--- src/rtl/t_toggle_ctrl.sv ---
// rtl/t_toggle_ctrl.sv - debounced push-button to one-cycle t/en toggle command generator
//
// Purpose:
//   Drives a downstream t_latch. The raw, asynchronous button level is
//   synchronized and debounced. Each accepted press yields exactly one
//   t/en pulse, and accepted presses are counted.
//
// Ports:
//   clk        in   system clock, rising edge
//   rst        in   synchronous active-high reset
//   btn_in     in   raw asynchronous button level
//   clr_in     in   request to reset the latch (synchronous to clk)
//   t          out  toggle data to latch (high only in PULSE)
//   en         out  latch enable (identical to t)
//   latch_rst  out  latch reset, clr_in delayed one cycle, 1 during rst
//   busy       out  FSM not in IDLE
//   press_cnt  out  accepted press count, modulo 2**PCNT_W

module t_toggle_ctrl #(
  parameter int DB_CYCLES = 4,
  parameter int CNT_W     = 4,
  parameter int PCNT_W    = 8
) (
  input  logic              clk,
  input  logic              rst,
  input  logic              btn_in,
  input  logic              clr_in,
  output logic              t,
  output logic              en,
  output logic              latch_rst,
  output logic              busy,
  output logic [PCNT_W-1:0] press_cnt
);

  typedef enum logic [2:0] {
    IDLE      = 3'd0,
    DEB_PRESS = 3'd1,
    PULSE     = 3'd2,
    WAIT_REL  = 3'd3,
    DEB_REL   = 3'd4
  } state_t;

  // Terminal debounce count; DB_CYCLES <= 2**CNT_W keeps this in range.
  localparam logic [CNT_W-1:0] CNT_LAST = CNT_W'(DB_CYCLES - 1);

  state_t             state_q, state_d;
  logic               s1_q, s1_d;
  logic               btn_s_q, btn_s_d;
  logic [CNT_W-1:0]   cnt_q, cnt_d;
  logic [PCNT_W-1:0]  press_cnt_q, press_cnt_d;
  logic               latch_rst_q, latch_rst_d;

  // Two-flop synchronizer; only btn_s_q is seen by the FSM.
  always_comb begin
    s1_d    = btn_in;
    btn_s_d = s1_q;
  end

  always_comb begin
    state_d     = state_q;
    cnt_d       = cnt_q;
    press_cnt_d = press_cnt_q;
    unique case (state_q)
      IDLE: begin
        if (btn_s_q) begin
          state_d = DEB_PRESS;
          cnt_d   = '0;
        end
      end
      DEB_PRESS: begin
        if (!btn_s_q) begin
          state_d = IDLE;
        end else if (cnt_q == CNT_LAST) begin
          state_d = PULSE;
        end else begin
          cnt_d = cnt_q + 1'b1;
        end
      end
      PULSE: begin
        // Single-cycle state: t/en can never stay high with a held button.
        state_d     = WAIT_REL;
        press_cnt_d = press_cnt_q + 1'b1;
      end
      WAIT_REL: begin
        if (!btn_s_q) begin
          state_d = DEB_REL;
          cnt_d   = '0;
        end
      end
      DEB_REL: begin
        if (btn_s_q) begin
          state_d = WAIT_REL;
        end else if (cnt_q == CNT_LAST) begin
          state_d = IDLE;
        end else begin
          cnt_d = cnt_q + 1'b1;
        end
      end
      default: begin
        state_d = IDLE;
        cnt_d   = '0;
      end
    endcase
  end

  // clr_in is independent of the FSM; simply registered.
  always_comb begin
    latch_rst_d = clr_in;
  end

  always_ff @(posedge clk) begin
    if (rst) begin
      s1_q        <= 1'b0;
      btn_s_q     <= 1'b0;
      state_q     <= IDLE;
      cnt_q       <= '0;
      press_cnt_q <= '0;
      latch_rst_q <= 1'b1;
    end else begin
      s1_q        <= s1_d;
      btn_s_q     <= btn_s_d;
      state_q     <= state_d;
      cnt_q       <= cnt_d;
      press_cnt_q <= press_cnt_d;
      latch_rst_q <= latch_rst_d;
    end
  end

  // Moore outputs from the registered state.
  assign t         = (state_q == PULSE);
  assign en        = (state_q == PULSE);
  assign busy      = (state_q != IDLE);
  assign latch_rst = latch_rst_q;
  assign press_cnt = press_cnt_q;

endmodule

--- config.mk ---
export PLATFORM = sky130hd
export DESIGN_NAME = t_toggle_ctrl
export DESIGN_NICKNAME = d
export VERILOG_FILES = /design/src/rtl/t_toggle_ctrl.sv
export SDC_FILE = /design/constraint.sdc
export NUM_CORES = 1
export LEC_CHECK = 0
export CAP_MARGIN = 20
export CELL_PAD_IN_SITES_DETAIL_PLACEMENT = 1
export CELL_PAD_IN_SITES_GLOBAL_PLACEMENT = 1
export CORE_MARGIN = 5
export CORE_UTILIZATION = 38
export DETAILED_ROUTE_END_ITERATION = 10
export GPL_TIMING_DRIVEN = 0
export MAX_ROUTING_LAYER = met4
export PLACE_DENSITY = 0.79
export SLEW_MARGIN = 20
export SYNTH_ARGS = -nofsm -noshare
export SYNTH_HDL_FRONTEND = slang
export SYNTH_SLANG_ARGS = --single-unit
--- constraint.sdc ---
create_clock -name clk -period 2.5 [get_ports clk]
set_clock_uncertainty 0.2 [all_clocks]
set_input_delay 0.75 -clock clk [delete_from_list [all_inputs] [get_ports clk]]
set_output_delay 0.75 -clock clk [all_outputs]
set_load 0.01 [all_outputs]
==> results.md <==
- Post-DP HPWL: 1.42 mm
- Count leader, synth: dfxtp_1
- Post-Place Worst Slack: 0.0408 ns
- Post-Place Cells: 139
- Met1 usage in global routing: 15.0%
- Yosys warns: 0
- # hold bufs at CTS: 0
- Crit-path max FO: 10
- DR vias/cell: 5.00
- Total GRT Usage: 13.2%
- Setup Viol. Count Final: 0
- Worst-path clk slew: 0.10 ns
- Largest family of logic cells by synthesized area: simple AND/OR/NAND/NOR gates
- Post-Synth Simple-Gate Area: 30.4%
- CTS tree: yes
- Mean post-synth cell area: 9.53 sq um
- Clk buf depth: 2
- Worst setup path class: reg -> out
- Number of flops mapped to enable cells by yosys: 0
- Root Buffer: clkbuf_4
- Max VDD drop: around 0.33 mV
- Non-filler cells, final: 144
- Htree depth: 1
- Hold Crit Class: reg -> reg
- HP Start: btn_s_d$_SDFF_PP0_
- CP Capture Type: output pin
- Final slew viol count: 0
- Slew @ Worst Pin: 0.446 ns
- Synthesized Nets: 103
- Post-synth top area share: between 30 and 40%
- Port buffer count: 14
- Post-Synth Adder-Cell Area: 2.71%
- Chip Height: 59.3 um
- Worst r2r dst: cnt_q[3]$_SDFFE_PP0P_
- Static Leak: roughly 0.00044 uW
- M3 GR Usage: 2.83%
- Main flop type after synthesis: dfxtp_1
- Mux cell area share after synthesis: 3.25%
- Max Cap Violations: 0
- Initial core utilization: 40.6%
- Antenna violations before repair: 0
- Iteration-0 DRC Markers: 9
- Startpoint types: flop
- Yosys cell types: 38
- Hold worst-path end: btn_s_q$_SDFF_PP0_
- Sequential share of the synthesized area: between 30% and 40%
- Fin Setup TNS: 0 ns
- Compound-cell area share of the yosys netlist: around a tenth
- Wirelength per Cell: 13.9 um
- Pre-antenna DRT Iters: 4
- Clock Latency Late Sink: 0.29 ns
- Critical path data required time: 1.55 ns
- # IOs: 16
- FMAX: 418 MHz
- RSZ-0062 raised after global routing: no
- Post-synth top area cell: dfxtp_1
- Crit share post-route: 95.8%
- Multi-input logic area: 502 sq um
- Crit path DAT: 1.44 ns
- Cells after synthesis: 97
- Gr busiest metal: met2
- Post-synth ARST share: 0%
- Post-Synth XOR/XNOR Area: 7.58%
- Hold depth: 1
- Largest net degree at the start of global routing: 11
- First-pass GRT wire length: 3.42 mm
- Mapped Area: 925 sq um
- Die area: 3520 sq um
- Vias in the first global route: 745
- DRC viols: 0
- NumNets Final: 123
- CTS Buf Count: 3
- Reg-to-reg setup timing slack: 0.48 ns
- Final hold vios: 0
- Final worst slack: 0.105 ns
- Final hold slack: 0.262 ns
- Core box area: 2280 sq um
- Register area: 360 sq um
- Minimum clock period: 2.39 ns
- Routed Wire Length: 2.00 mm
- Diodes inserted: 0
- Chip Width: 59.3 um
- CTS sink cnt: 18
- Routed vias: 720
- Reg2Reg Depth: 6
- Routability Congestion: 0.707
- FF-to-FF Start: cnt_q[0]$_SDFFE_PP0P_
- Routed Antenna Nets: 0
- Remaining global-route overflow: 0
- Area Growth Syn to Fin: 23.3%
- Yosys reg bits: 18
- Slew HR: a little over two thirds
- # rows: 17
- Fillcell total: 273
- PwrDens: 440 nW/um^2
- Fraction of layout cells with a size suffix above 1: 18.1%
- Ranking of synthesized cells by area: dfxtp_1 (39%), nor2_1 (6.9%), xnor2_1 (3.8%)
- Status: complete, no violations
- Power, Total: about 500 uW
- Commonest cells in the netlist: dfxtp_1 (18), nor2_1 (17), nand3_1 (6), xnor2_1 (4), xor2_1 (4)
- GRT met2 Usage: 21.5%
layer usage:
metal  part of all wire (%)  routed length (um)
met1                     48                 960
met4                    2.1                  41
met2                     47                 934
met5                      0                   0
met3                    3.2                  63
power breakdown:
group | internal (uW) | switching (uW)
registers | 290 | 2.64
logic | 16.9 | 17.3
clock network | 88.7 | 86.0
cells by family (layout without fill, tap and decap cells):
| group | after synthesis | count (layout) |
|---|---|---|
| multiplexers | 3 | 3 |
| adder cells (fa/ha/maj) | 2 | 2 |
| buffers and inverters | 8 | 27 |
| AND/OR/NAND/NOR | 47 | 47 |
| AO/OA/AOI/OAI | 11 | 11 |
| XOR/XNOR | 8 | 8 |
| flip-flops | 18 | 18 |
what timing repair did:
action / CTS / global route
gates resized for setup: 3 / 0
buffers inserted: 1 / 0
endpoints found under the setup margin: 3 / 0
flip-flops by register name, summed over array words and instances (netlist names):
register	flops
latch_rst	1
press_cnt	8
cnt_q	4
btn_s_q	1
btn_s_d	1
state_q	3
layout by cell type, fill, tap and decap left out, drive strengths merged, types with 3 or more instances in the layout:
cell type / n
dfxtp: 18
nor2: 18
clkdlybuf4s50: 11
nand3: 6
clkbuf: 6
buf: 5
xnor2: 4
xor2: 4
nor2b: 4
mux2i: 3
nor3: 3
dlygate4sd2: 3
worst max path at each step:
stage,from,to,cells past startpoint
after detailed placement,state_q[1]$_SDFFE_PP0P_,t,4
after global routing,state_q[2]$_SDFFE_PP0P_,busy,3
after global placement,state_q[1]$_SDFFE_PP0P_,t,4
after CTS,state_q[0]$_SDFFE_PP0P_,busy,3
final,state_q[0]$_SDFFE_PP0P_,busy,3
after floorplan,state_q[1]$_SDFFE_PP0P_,t,3
through the flow:
step	instance area (sq um)	util, %
4_1_cts	1140	50.1
2_1_floorplan	925	-
5_1_grt	1140	50.1
3_5_place_dp	1100	48.3
3_3_place_gp	1100	48.3
6_report	1140	50.1
worst max-delay path, cell delays in order (launching register included):
cell and delay (ns):
dfxtp_1 0.36, buf_6 0.16, or3_1 0.35, dlygate4sd2_1 0.28
final cells by class:
type                            count  area share, %
Clock buffer                        4           3.18
Buffer                              6           4.83
Timing Repair Buffer               15           12.6
Multi-Input combinational cell     71           44.0
Inverter                            2          0.659
Sequential cell                    18           31.6
Tap cell                           28           3.07
(Power assumes the default switching activity.)
